`src/rtl/seg_display_driver_if.sv`:
```
// Display-side bundle: binary count and dp mask in, segment/anode drive and conversion status out.
// The slave modport is the driver itself; the master modport is whoever supplies the count.
interface seg_display_driver_if;
  logic [26:0] value;
  logic [3:0]  dp_mask;
  logic [6:0]  seg;
  logic        dp;
  logic [3:0]  an;
  logic [15:0] bcd_out;
  logic        busy;
  logic        ovf;

  modport master (
    output value, dp_mask,
    input  seg, dp, an, bcd_out, busy, ovf
  );

  modport slave (
    input  value, dp_mask,
    output seg, dp, an, bcd_out, busy, ovf
  );
endinterface

```
`src/rtl/seg_display_driver.sv`:
```
// Binary-to-BCD (shift-add-3, 16 cycles per sample, 2 on overflow) feeding a multiplexed 4-digit
// common-anode display; free-running, no backpressure: the count is resampled every conversion.
module seg_display_driver #(
  parameter int REFRESH_DIV = 100000,
  parameter bit BLANK_LZ    = 1'b1
) (
  input  logic                 clk,
  input  logic                 reset,
  seg_display_driver_if.slave  bus
);

  localparam int            CW   = $clog2(REFRESH_DIV);
  localparam logic [CW-1:0] LAST = CW'(REFRESH_DIV - 1);

  typedef enum logic [1:0] {
    S_LOAD   = 2'd0,
    S_SHIFT  = 2'd1,
    S_COMMIT = 2'd2
  } state_t;

  state_t        r_state;
  state_t        w_next;
  logic          w_busy;
  logic          w_over;

  logic [13:0]   r_bin;
  logic [15:0]   r_bcd;
  logic [15:0]   w_adj;
  logic [3:0]    r_cnt;
  logic          r_ovf_pend;
  logic [15:0]   r_bcd_out;
  logic          r_ovf;

  logic [CW-1:0] r_rcnt;
  logic [1:0]    r_idx;
  logic [1:0]    r_cur;
  logic          r_lit;
  logic          w_wrap;
  logic [1:0]    w_sel;
  logic [15:0]   w_hi;
  logic          w_blank;
  logic [6:0]    w_glyph;
  logic [6:0]    r_seg;
  logic          r_dp;
  logic [3:0]    r_an;

  assign w_over = (bus.value > 27'd9999);

  always_ff @(posedge clk or posedge reset) begin
    if (reset) r_state <= S_LOAD;
    else       r_state <= w_next;
  end

  always_comb begin
    w_next = r_state;
    w_busy = 1'b0;
    case (r_state)
      S_LOAD:   w_next = w_over ? S_COMMIT : S_SHIFT;
      S_SHIFT: begin
        w_busy = 1'b1;
        if (r_cnt == 4'd1) w_next = S_COMMIT;
      end
      S_COMMIT: begin
        w_busy = 1'b1;
        w_next = S_LOAD;
      end
      default:  w_next = S_LOAD;
    endcase
  end

  // Add-3 correction is applied before the shift so each nibble stays a valid BCD digit.
  always_comb begin
    w_adj = '0;
    for (int i = 0; i < 4; i++) begin
      w_adj[i*4 +: 4] = (r_bcd[i*4 +: 4] >= 4'd5) ? r_bcd[i*4 +: 4] + 4'd3 : r_bcd[i*4 +: 4];
    end
  end

  always_ff @(posedge clk or posedge reset) begin
    if (reset) begin
      r_bin      <= '0;
      r_bcd      <= '0;
      r_cnt      <= '0;
      r_ovf_pend <= 1'b0;
      r_bcd_out  <= '0;
      r_ovf      <= 1'b0;
    end else begin
      case (r_state)
        S_LOAD: begin
          r_bin      <= bus.value[13:0];
          r_ovf_pend <= w_over;
          r_bcd      <= '0;
          r_cnt      <= 4'd14;
        end
        S_SHIFT: begin
          {r_bcd, r_bin} <= {w_adj, r_bin} << 1;
          r_cnt          <= r_cnt - 4'd1;
        end
        S_COMMIT: begin
          r_ovf <= r_ovf_pend;
          if (!r_ovf_pend) r_bcd_out <= r_bcd;
        end
        default: ;
      endcase
    end
  end

  // On a wrap the segment data must already follow the digit being switched in, so select ahead.
  assign w_wrap  = (r_rcnt == LAST);
  assign w_sel   = w_wrap ? r_idx : r_cur;
  assign w_hi    = r_bcd_out >> {w_sel, 2'b00};
  assign w_blank = BLANK_LZ && (w_sel != 2'd0) && !r_ovf && (w_hi == 16'd0);

  always_comb begin
    w_glyph = 7'h7F;
    if (r_ovf) begin
      w_glyph = 7'b0111111;
    end else if (!w_blank) begin
      case (w_hi[3:0])
        4'd0:    w_glyph = 7'b1000000;
        4'd1:    w_glyph = 7'b1111001;
        4'd2:    w_glyph = 7'b0100100;
        4'd3:    w_glyph = 7'b0110000;
        4'd4:    w_glyph = 7'b0011001;
        4'd5:    w_glyph = 7'b0010010;
        4'd6:    w_glyph = 7'b0000010;
        4'd7:    w_glyph = 7'b1111000;
        4'd8:    w_glyph = 7'b0000000;
        4'd9:    w_glyph = 7'b0010000;
        default: w_glyph = 7'h7F;
      endcase
    end
  end

  always_ff @(posedge clk or posedge reset) begin
    if (reset) begin
      r_rcnt <= '0;
      r_idx  <= '0;
      r_cur  <= '0;
      r_lit  <= 1'b0;
      r_an   <= 4'hF;
      r_seg  <= 7'h7F;
      r_dp   <= 1'b1;
    end else begin
      r_rcnt <= w_wrap ? '0 : r_rcnt + 1'b1;
      if (w_wrap) begin
        r_idx <= r_idx + 2'd1;
        r_cur <= r_idx;
        r_lit <= 1'b1;
        r_an  <= ~(4'b0001 << r_idx);
      end
      r_seg <= (r_lit || w_wrap) ? w_glyph : 7'h7F;
      r_dp  <= (r_lit || w_wrap) ? ~bus.dp_mask[w_sel] : 1'b1;
    end
  end

  assign bus.seg     = r_seg;
  assign bus.dp      = r_dp;
  assign bus.an      = r_an;
  assign bus.bcd_out = r_bcd_out;
  assign bus.busy    = w_busy;
  assign bus.ovf     = r_ovf;

endmodule

```
`src/flat_wrapper.sv`:
```
// flat-port wrapper written by rule: the top's interface ports become plain ports
module seg_display_driver_flat 
#(
  parameter int REFRESH_DIV = 100000,
  parameter bit BLANK_LZ    = 1'b1
)
  (clk, reset, bus_value, bus_dp_mask, bus_seg, bus_dp, bus_an, bus_bcd_out, bus_busy, bus_ovf);
  seg_display_driver_if bus_i ();
  input  logic clk;
  input  logic reset;
  input wire logic [$bits(bus_i.value)-1:0] bus_value;
  input wire logic [$bits(bus_i.dp_mask)-1:0] bus_dp_mask;
  output wire logic [$bits(bus_i.seg)-1:0] bus_seg;
  output wire logic [$bits(bus_i.dp)-1:0] bus_dp;
  output wire logic [$bits(bus_i.an)-1:0] bus_an;
  output wire logic [$bits(bus_i.bcd_out)-1:0] bus_bcd_out;
  output wire logic [$bits(bus_i.busy)-1:0] bus_busy;
  output wire logic [$bits(bus_i.ovf)-1:0] bus_ovf;
  assign bus_i.value = bus_value;
  assign bus_i.dp_mask = bus_dp_mask;
  assign bus_seg = bus_i.seg;
  assign bus_dp = bus_i.dp;
  assign bus_an = bus_i.an;
  assign bus_bcd_out = bus_i.bcd_out;
  assign bus_busy = bus_i.busy;
  assign bus_ovf = bus_i.ovf;
  seg_display_driver #(.REFRESH_DIV(REFRESH_DIV), .BLANK_LZ(BLANK_LZ)) u_core (.clk(clk), .reset(reset), .bus(bus_i));
endmodule
```
`config.mk`:
```
export PLATFORM = sky130hd
export DESIGN_NAME = seg_display_driver_flat
export DESIGN_NICKNAME = d
export VERILOG_FILES = /design/src/rtl/seg_display_driver_if.sv /design/src/rtl/seg_display_driver.sv /design/src/flat_wrapper.sv
export SDC_FILE = /design/constraint.sdc
export NUM_CORES = 1
export LEC_CHECK = 0
export BUFFER_PORTS_ARGS = -buffer_cell sky130_fd_sc_hd__buf_2
export CORE_MARGIN = 4
export CORE_UTILIZATION = 40
export CTS_CLUSTER_DIAMETER = 200
export DETAILED_ROUTE_END_ITERATION = 8
export GPL_ROUTABILITY_DRIVEN = 0
export PLACE_DENSITY = 0.58
export SYNTH_ARGS = -nofsm -noshare
export SYNTH_HDL_FRONTEND = slang
export SYNTH_SLANG_ARGS = --single-unit
```
`constraint.sdc`:
```
create_clock -name clk -period 8.5 [get_ports clk]
set_input_delay 0.85 -clock clk [delete_from_list [all_inputs] [get_ports clk]]
set_output_delay 0.85 -clock clk [all_outputs]
set_load 0.01 [all_outputs]
```
Word level (Yosys, flattened, before mapping)
Memories as Yosys holds them, arrays and structs flattened.
Cells that the tools add are included.
{ "totals": {"reg_bits": 88, "mem_bits_ro": 112, "in_bits": 33, "memories": 1} }
{ "memory_table": {"columns": ["memory", "words", "width", "rd", "rd_ports_with_merged_regs", "wr", "line_no", "text"], "rows": [
  ["(no name shown)", 16, 7, 1, 0, 0, "seg_display_driver.sv:119", "case (w_hi[3:0])"]
]} }
{ "op_classes": {"addsub": 7, "magnitude_cmp": 6, "eq_ne": 5, "shift": 2, "mux": 19, "bitwise_logic": 3, "reduce_logical": 10} }
{ "op_table": {"columns": ["operator", "count"], "rows": [
  ["$pmux W16 S2", 1],
  ["$pmux W14 S2", 1],
  ["$gt A27 B14 Y1 const B", 1],
  ["$mux W7", 3],
  ["$add A17 B1 Y17 const B", 1],
  ["$eq A17 B17 Y1 const B", 1],
  ["$mux W17", 1],
  ["$ge A4 B3 Y1 const B", 4],
  ["$logic_not A16 Y1", 1],
  ["$shr A16 B4 Y16", 1],
  ["$add A4 B2 Y4 const B", 3],
  ["$mux W4", 3],
  ["$pmux W4 S2", 1],
  ["$mux W2", 3],
  ["$eq A4 B1 Y1 const B", 1],
  ["$not A4 Y4", 1],
  ["$pmux W2 S2", 1],
  ["$reduce_bool A2 Y1", 2],
  ["$shl A1 B2 Y4 const A", 1],
  ["$sub A4 B1 Y4 const B", 1],
  ["$add A3 B2 Y3 const B", 1],
  ["$lt A2 B3 Y1 const B", 1],
  ["$mux W1", 3],
  ["$mux W3", 1],
  ["other kinds (12)", 14]
]} }

Logic depth before layout (Yosys ltp)
{ "depth": {"depth_word": 8, "depth_mapped": 13, "ltp_nobuf": 12} }

Least setup slack after synthesis
Ideal clock, no wire load.
{ "synth_path": {"path_kind": "register to register", "start": "reg u_core.r_rcnt[12]", "end": "reg u_core.r_seg[0], in the netlist u_core.bus.seg[0]", "arrival_time_ns": 3.189, "slack_ns": 5.226, "path_stages_with_launch": 13, "path_buffers": 1, "period_less_slack_ns": 3.274, "cell_sequence": "dfrtp_1 or4b_1 or4_4 mux2i_1 inv_1 buf_2 a21oi_1 a22oi_1 inv_1 ha_1 nor3b_1 a21oi_1 o221ai_1"} }
{ "synth_between": {"elab_chain_len": 8} }
{ "synth_lines": {"columns": ["element", "line_no", "text"], "rows": [
  ["from (decl)", "seg_display_driver.sv:34", "logic [CW-1:0] r_rcnt;"],
  ["from (signal assigned)", "seg_display_driver.sv:145", "r_rcnt <= w_wrap ? '0 : r_rcnt + 1'b1;"],
  ["$eq A17 B17 Y1 (*)", "seg_display_driver.sv:109", "assign w_wrap = (r_rcnt == LAST);"],
  ["$mux W2 (*)", "seg_display_driver.sv:110", "assign w_sel = w_wrap ? r_idx : r_cur;"],
  ["named net u_core.w_sel[1]", "seg_display_driver.sv:39", "logic [1:0] w_sel;"],
  ["branches (longest 3 deep; another with $mem_v2 Z16 W7)", null, null],
  ["$mux W7 (*)", "seg_display_driver.sv:118", "end else if (!w_blank) begin"],
  ["$mux W7 (*)", "seg_display_driver.sv:116", "if (r_ovf) begin"],
  ["$mux W7 (*)", "seg_display_driver.sv:152", "r_seg <= (r_lit || w_wrap) ? w_glyph : 7'h7F;"],
  ["to (signal assigned)", "seg_display_driver.sv:152", null],
  ["to (decl)", "seg_display_driver.sv:43", "logic [6:0] r_seg;"]
]} }
Mark *: on every way through the listed nets, which the timed path passes.
A chain may end at the register's enable or synchronous reset.

Final worst setup path
{ "layout_path": {"start": "reg u_core.r_rcnt[12]", "end": "reg u_core.r_seg[5], in the netlist u_core.bus.seg[5]"} }
{ "layout_between": {"elab_chain_len": 8} }
{ "layout_lines": {"columns": ["element", "line_no"], "rows": [
  ["$eq A17 B17 Y1 (*)", "seg_display_driver.sv:109"],
  ["branches (longest 6 deep; another with $mem_v2 Z16 W7)", null],
  ["$mux W7 (*)", "seg_display_driver.sv:152"]
]} }
Every way passes the cells marked *.

==> flow_summary.json <==
{
  "die_w_microns": 114,
  "ant_nets": 0,
  "cts_tree": "built",
  "clk_pin_slew_ns": 0.07,
  "synth_nets": 514,
  "multi_input_area_sq_mm": 0.00214,
  "fin_util": 0.485,
  "postCtsSetupBuffers": 0,
  "crit_chain": "or4b_1 -> or4_4 -> mux2i_1 -> inv_1 -> a21oi_1 -> a32oi_2 -> inv_2 -> ha_1 -> nor3b_1 -> a21oi_1 -> o221ai_1",
  "yosys_warnings": 0,
  "min_period_ns": 4.52,
  "drcViolationCount": 0,
  "p_per_area_mw_per_mm2": 171,
  "crit_required_ns": 8.76,
  "drtPass1Iterations": 4,
  "regArea_sq_mm": 0.00222,
  "htreeDepth": 3,
  "wl_per_cell_microns": 14.5,
  "layout_worst_path_cycle_share": 0.532,
  "holdCritPathClass": "flop to flop",
  "critPathCaptureType": "flop",
  "power_mw": 0.905,
  "yosys-top-cells-count": "76 x dfrtp_1, 75 x nand2_1, 49 x o21ai_0",
  "synth_area_sq_mm": 0.00452,
  "cts_hold_buf": 0,
  "met1_length_mm": 4.54,
  "dr_wl_met3_microns": 531,
  "path_max_fanout": 12,
  "synth_enable_flop_cells": 0,
  "async_flop_share": 1.00,
  "rsz0062_at_grt": "no",
  "grt_max_degree": 61,
  "port_buffers": 62,
  "postPlaceCellArea_sq_mm": 0.00496,
  "drive_gt1_frac": 0.221,
  "dpl_worst_slack_ns": 4.17,
  "status": "complete, no violations",
  "synth_cells": 458,
  "grt_pass1_vias": 3460,
  "ys_seq_elements": 88,
  "die_h_microns": 114,
  "critPathKind": "flop to flop",
  "area_delta_synth_final_pct": 17.2,
  "max_freq_mhz": 221,
  "wl_met2_mm": 4.42,
  "yosys-top-cells-area": "dfrtp_1 42%, dfstp_2 7.0%, ha_1 6.4%",
  "cts_resized": 0,
  "crit_top_cell": "a21oi_1",
  "viasPerCell": 5.21,
  "synth_ff_type": "dfrtp_1",
  "start_util": 0.414,
  "ys_seq_area_frac": 0.490,
  "maxCapViolations": 0,
  "peakVddDrop_mv": 0.103,
  "worst_slew_pin_slew_ns": 0.840,
  "postLayoutCellArea_sq_mm": 0.00530,
  "drt_iter0_drc": 164,
  "vias": 3439,
  "cts_num_sinks": 88,
  "antenna_cells": 0,
  "cp_data_arrival_time_ns": 4.77,
  "cts_made_buffers": 9,
  "dpl.cell_count": 644,
  "p_leak_nw": 2.42,
  "row_count": 38,
  "skew_ns": 0.00747,
  "dieArea_sq_mm": 0.0131,
  "setup_viol_count_final": 0,
  "worst_slack_ns": 3.98,
  "synth.distinct_cells": 51,
  "cp_slowest_cell": "mux2i_1",
  "synth_top_area_share": 0.421,
  "syn_avg_cell_area_sq_um": 9.87,
  "worstSkewPairLatency_ns": 0.34,
  "fill_cells": 1055,
  "routed_wl_mm": 9.56,
  "path_delay_family": "simple AND/OR/NAND/NOR gates",
  "io_pins": 63,
  "track_usage": 0.155,
  "yosys.area.top_type": "dfrtp_1",
  "startpoint_type": "flop",
  "worst_path_largest_cell_delay_ns": 0.69,
  "hold_viol": 0,
  "antenna_found_initial": 0,
  "finalNetCount": 571,
  "maxUsedRoutingLayer": "met4",
  "cts_buffer_depth": 2,
  "hold-worst-slack_ns": 0.476,
  "drv_slew": 0,
  "finalSetupTns_ns": 0,
  "gr-total-overflow": 0,
  "relSlewSlack": 0.424,
  "hpwl_mm": 6.79,
  "final_cells": 660,
  "root_buffer": "clkbuf_16",
  "crit_buf_inv": 2,
  "grt_pass1_wl_mm": 16.5,
  "core_region_area_sq_mm": 0.0109,
  "yosysMostFrequentCell": "dfrtp_1"
}
flip-flops by register name, summed over array words and instances, names as in the netlist, 4 cells and up:
signal,count
u_core.bus.seg,7
u_core.r_cnt,4
u_core.r_bin,14
u_core.r_rcnt,17
u_core.r_bcd,16
u_core.bus.an,4
u_core.bus.bcd_out,16
where the power goes:
part	total (mW)	switching, mW	leakage [nW]	internal [mW]
logic	0.0213	0.0131	1.14	0.00815
registers	0.424	0.00197	1.12	0.422
clock network	0.459	0.170	0.167	0.290
cells in the final DEF, fill, tap and decap left out, drive strengths merged, types with 7 or more instances in the layout:
cell type,netlist,final
dfrtp,76,76
nand2,76,76
buf,6,66
o21ai,49,49
ha,23,23
inv,23,23
mux2i,22,22
nor2,19,19
a21oi,17,17
nand3,13,13
dfstp,12,12
nand2b,11,11
xnor2,11,11
clkbuf,14,10
xor2,9,9
mux2,9,9
o31ai,8,8
nor3,7,7
nor4,7,7
metal layers:
layer	up-vias	global-route usage
met5	-	0
met4	0	0.0388
met3	9	0.0386
met2	84	0.254
met1	1646	0.206
li1	1700	-
kinds of logic (layout without fill, tap and decap cells):
logic type | count (synthesis) | in the layout | synth area share
AO/OA/AOI/OAI | 92 | 92 | 0.122
XOR/XNOR | 20 | 20 | 0.0387
adder cells (fa/ha/maj) | 23 | 23 | 0.0636
buffers and inverters | 43 | 105 | 0.0393
flip-flops | 88 | 88 | 0.490
multiplexers | 31 | 31 | 0.0739
AND/OR/NAND/NOR | 161 | 161 | 0.172
worst paths after layout:
check,cells past startpoint,startpoint,slack (ns),endpoint
setup / recovery,11,u_core.r_rcnt[12],3.98,u_core.bus.seg[5]
hold / removal,2,u_core.bus.an[2],0.48,u_core.bus.an[2]
setup reg to reg,11,u_core.r_rcnt[12],3.98,u_core.bus.seg[5]
hold reg to reg,2,u_core.bus.an[2],0.48,u_core.bus.an[2]
max in group asynchronous,3,reset,6.84,u_core.bus.bcd_out[12]
min in group asynchronous,2,reset,0.53,u_core.r_bin[2]
worst min-delay path, cell delays in order (launching register included):
cell and delay (ns):
dfstp_2 0.37, nand2_1 0.04, o21ai_0 0.06
area by class of cell:
type,count,share of cell area
Clock inverter,6,0.0219
Inverter,23,0.0165
Multi-Input combinational cell,327,0.403
Timing Repair Buffer,66,0.0642
Clock buffer,10,0.0432
Tap cell,140,0.0330
Sequential cell,88,0.418
No activity file was read; power rests on OpenSTA's default activity.
